$ cat src/rtl/csa_seq_ctrl.sv
// Sequencer that forms a WIDTH-bit add from one shared CHUNK-bit adder slice.
// It works one chunk per cycle, least-significant chunk first, and registers the carry between chunks.
module csa_seq_ctrl #(
  parameter int WIDTH = 32,
  parameter int CHUNK = 8
) (
  input  logic             clk,
  input  logic             rst,
  input  logic             start,
  input  logic [WIDTH-1:0] a,
  input  logic [WIDTH-1:0] b,
  input  logic             cin,
  output logic [CHUNK-1:0] add_a,
  output logic [CHUNK-1:0] add_b,
  output logic             add_cin,
  input  logic [CHUNK-1:0] add_s,
  input  logic             add_cout,
  output logic             busy,
  output logic             done,
  output logic [WIDTH-1:0] sum,
  output logic             cout,
  output logic             ovf
);

  localparam int NCHUNK = WIDTH / CHUNK;
  localparam int IDX_W  = (NCHUNK > 1) ? $clog2(NCHUNK) : 1;
  localparam logic [IDX_W-1:0] LAST_IDX = IDX_W'(NCHUNK - 1);

  typedef enum logic [1:0] {
    IDLE = 2'd0,
    RUN  = 2'd1,
    DONE = 2'd2
  } state_t;

  state_t           state;
  state_t           state_nxt;
  logic [IDX_W-1:0] idx;
  logic             carry;
  logic             cin_reg;
  logic [WIDTH-1:0] a_reg;
  logic [WIDTH-1:0] b_reg;
  logic [WIDTH-1:0] work;
  logic [WIDTH-1:0] work_nxt;
  logic             last;

  // Two's-complement overflow: like-signed operands giving an opposite-signed result.
  function automatic logic signed_ovf(input logic a_msb, input logic b_msb, input logic s_msb);
    return (a_msb == b_msb) && (s_msb != a_msb);
  endfunction

  always_comb begin
    state_nxt = state;
    work_nxt  = work;
    busy      = 1'b0;
    done      = 1'b0;
    add_a     = '0;
    add_b     = '0;
    add_cin   = 1'b0;
    last      = (idx == LAST_IDX);
    case (state)
      IDLE: begin
        if (start) state_nxt = RUN;
      end
      RUN: begin
        busy    = 1'b1;
        add_a   = a_reg[int'(idx)*CHUNK +: CHUNK];
        add_b   = b_reg[int'(idx)*CHUNK +: CHUNK];
        add_cin = (idx == '0) ? cin_reg : carry;
        work_nxt[int'(idx)*CHUNK +: CHUNK] = add_s;
        if (last) state_nxt = DONE;
      end
      DONE: begin
        done      = 1'b1;
        state_nxt = IDLE;
      end
      default: state_nxt = IDLE;
    endcase
  end

  always_ff @(posedge clk) begin
    if (rst) begin
      state   <= IDLE;
      idx     <= '0;
      carry   <= 1'b0;
      cin_reg <= 1'b0;
      a_reg   <= '0;
      b_reg   <= '0;
      work    <= '0;
      sum     <= '0;
      cout    <= 1'b0;
      ovf     <= 1'b0;
    end else begin
      state <= state_nxt;
      case (state)
        IDLE: begin
          if (start) begin
            a_reg   <= a;
            b_reg   <= b;
            cin_reg <= cin;
            idx     <= '0;
          end
        end
        RUN: begin
          work  <= work_nxt;
          carry <= add_cout;
          // Result registers update together, only on the final chunk.
          if (last) begin
            sum  <= work_nxt;
            cout <= add_cout;
            ovf  <= signed_ovf(a_reg[WIDTH-1], b_reg[WIDTH-1], work_nxt[WIDTH-1]);
          end else begin
            idx <= idx + IDX_W'(1);
          end
        end
        default: ;
      endcase
    end
  end

endmodule

$ cat config.mk
export PLATFORM = sky130hd
export DESIGN_NAME = csa_seq_ctrl
export DESIGN_NICKNAME = d
export VERILOG_FILES = /design/src/rtl/csa_seq_ctrl.sv
export SDC_FILE = /design/constraint.sdc
export NUM_CORES = 1
export LEC_CHECK = 0
export BUFFER_PORTS_ARGS = -buffer_cell sky130_fd_sc_hd__buf_2
export CORE_MARGIN = 3
export CORE_UTILIZATION = 47
export CTS_CLUSTER_SIZE = 24
export DETAILED_ROUTE_END_ITERATION = 8
export HOLD_SLACK_MARGIN = 0.02
export PLACE_DENSITY = 0.71
export SYNTH_ARGS = -nofsm -noshare
export SYNTH_HDL_FRONTEND = slang
export SYNTH_SLANG_ARGS = --single-unit
$ cat constraint.sdc
create_clock -name clk -period 2.9 [get_ports clk]
set_input_delay 0.29 -clock clk [delete_from_list [all_inputs] [get_ports clk]]
set_output_delay 0.29 -clock clk [all_outputs]
set_load 0.005 [all_outputs]
==> flow_summary.yaml <==
routing:
  wl_per_cell_um: 14.9
  drtIter0Drc: 271
  ant_nets: 0
  viasPerCell: 5.26
  vias: 4466
  firstDrtPassIters: 4
  drt-total-wl_mm: 12.6
  drc: 0
final_layout:
  insertedDiodeCount: 0
  stdcell_count: 849
  final_nets: 779
  fill_cells: 974
  finalInstanceArea_mm2: 0.00674
  drive_gt1_share_pct: 29.6
  area_delta_synth_final_pct: 24.8
synthesis:
  synth.distinct_cells: 31
  synth_fp_nets: 668
  syn_area_per_cell_um2: 9.24
  ys_warn_count: 0
  yosysSeqAreaShare_pct: 50.4
  syn_inst: 585
  ys_ff_latch: 136
  netlist_area_mm2: 0.00540
die:
  initial_utilization_pct: 49.0
  fp.dieH_um: 113
  core_region_area_mm2: 0.0110
  die-area_mm2: 0.0128
  ios: 130
  die_w_um: 113
  fp-row-count: 38
placed_design:
  gp_congestion: 0.787
  dpl.cell_count: 817
  dpl.hpwl_mm: 8.40
  postPlaceCellArea_mm2: 0.00610
  numPortBuffers: 129
sta:
  skew_ns: 0.00692
  fmax_mhz: 404
  final-setup-viol-count: 0
  fin_crit_sh_pct: 85.4
  fin_setup_tns_ns: 0
  finalHoldViolCount: 0
  period_minus_slack_ns: 2.48
  rsz0062_at_grt: "false"
  whs_ns: 0.115
  slew_viol_final: 0
  worstMarginPinSlew_ns: 0.641
  maxSlewHeadroom_pct: 57.3
critical_path:
  cp.required_ns: 3.22
  worstPathCellList: "inv_1 -> ha_1 -> nand4bb_1 -> nor2_1 -> a22oi_1 -> a211oi_1"
  cp_max_fo: 12
  cp_num_buf_inv: 1
  start_kind: "flip-flop"
  cp.arrival_ns: 2.79
  worst_setup_path_end_kind: "flip-flop"
  crit_family: "simple AND/OR/NAND/NOR gates"
  cpMaxStageDelayCell: "dfxtp_1"
  crit_type: "reg2reg"
  slowest_delay_ns: 0.65
  reg2reg_slack_ns: 0.42
power:
  power_density_mw_per_mm2: 683
  totalPowerFinal_mw: 4.61
  peakVddDrop_uv: 378
  p_leak_nw: 2.78
clock_tree:
  hold_buffers: 0
  tritoncts: "built"
  numCtsBuffers: 17
  post_cts_buffers: 0
  clk-insertion-delay-late_ns: 0.41
  ctsLongestPathBuffers: 2
  clk_pin_slew_ns: 0.06
  cts_root_buf: "clkbuf_16"
  cts_sinks: 136
  h-tree-depth: 4
  cts-resized-gates: 0
run:
  drv_cap: 0
grt:
  grt_usage_pct: 20.2
  grt_first_pass_wirelength_mm: 20.6
  grt_max_degree: 76
  grt-ovfl-total: 0
  antenna_found_initial: 0
  grt_pass1_vias: 4421
worst_hold_path:
  hold_path.class: "in2reg"
status:
  outcome: "completed"
==> routing by layer <==
layer | global-route usage, % | vias to the layer above | part of all wire (%)
li1 | - | 2233 | -
met1 | 25.7 | 2083 | 45
met2 | 32.9 | 136 | 48
met3 | 4.71 | 14 | 5.8
met4 | 8.49 | 0 | 1.4
met5 | 0 | - | 0
==> kinds of logic after synthesis <==
group,count (synthesis),synth area share (%)
flip-flops,136,50.4
buffers and inverters,48,4.17
AO/OA/AOI/OAI,136,16.8
adder cells (fa/ha/maj),6,1.39
multiplexers,17,6.86
AND/OR/NAND/NOR,242,20.4
==> layout make-up <==
class | instances | area, um^2 | share of cell area, %
inverter | 4 | 15.0 | 0.223
multi-input combinational | 401 | 2460 | 36.5
tap | 140 | 175 | 2.60
clock inverter | 14 | 199 | 2.95
clock buffer | 18 | 439 | 6.51
sequential | 136 | 2720 | 40.4
timing repair buffer | 136 | 726 | 10.8
==> power by group <==
part	switching [mW]	internal [mW]	total [mW]
Clock	0.809	1.47	2.28
Combinational	0.211	0.151	0.362
Sequential	0.0338	1.94	1.97
==> per-stage QoR <==
step / util (%) / setup WS [ns]
2_1_floorplan: - / 0.546
3_3_place_gp: 55.3 / 0.562
3_5_place_dp: 55.3 / 0.482
4_1_cts: 61.1 / 0.453
5_1_grt: 61.1 / 0.214
6_report: 61.1 / 0.424
==> tightest hold or removal path: cells and delay by family <==
family | cells | cell delay, ns
buf+inv | 1 | 0.09
compound gates | 1 | 0.05
simple gates | 1 | 0.04
==> Yosys cell counts, drive strengths merged <==
cell / count / area [um^2]
a22oi: 32 / 245
ha: 6 / 75.1
nand4bb: 1 / 11.3
nor2: 71 / 267
buf: 18 / 113
nand2: 140 / 528
nor3b: 2 / 15.0
a2bb2oi: 1 / 8.76
clkbuf: 26 / 97.6
o211ai: 1 / 7.51
dfxtp: 136 / 2720
inv: 4 / 15.0
nand3b: 5 / 75.1
a21oi: 69 / 345
mux2i: 1 / 10.0
nand2b: 1 / 13.8
nor4b: 3 / 71.3
or4: 1 / 7.51
mux4: 16 / 360
nor2b: 1 / 6.26
a211oi: 32 / 295
a31oi: 1 / 6.26
and2: 17 / 106
==> worst paths after layout <==
check | cells after the start | endpoint | startpoint
setup / recovery | 6 | sum[29]$_SDFFE_PP0P_ | idx[1]$_SDFFE_PP0P_
hold / removal | 3 | b_reg[16]$_SDFFE_PP0P_ | b[16]
setup reg to reg | 6 | sum[29]$_SDFFE_PP0P_ | idx[1]$_SDFFE_PP0P_
hold reg to reg | 2 | a_reg[13]$_SDFFE_PP0P_ | a_reg[13]$_SDFFE_PP0P_
==> layout by cell type, fill, tap and decap left out, drive strengths merged, types with 2 or more instances in the layout <==
cell type and instances:
a211oi 32, nor3b 2, nor2 71, nand3b 5, a22oi 32, nor4b 3
dfxtp 136, and2 17, bufinv 4, inv 5, clkinv 5, clkinvlp 4
nand2 140, ha 6, clkbuf 18, a21oi 69, buf 136, mux4 16
Note: power is estimated with default switching activity, not from simulation.
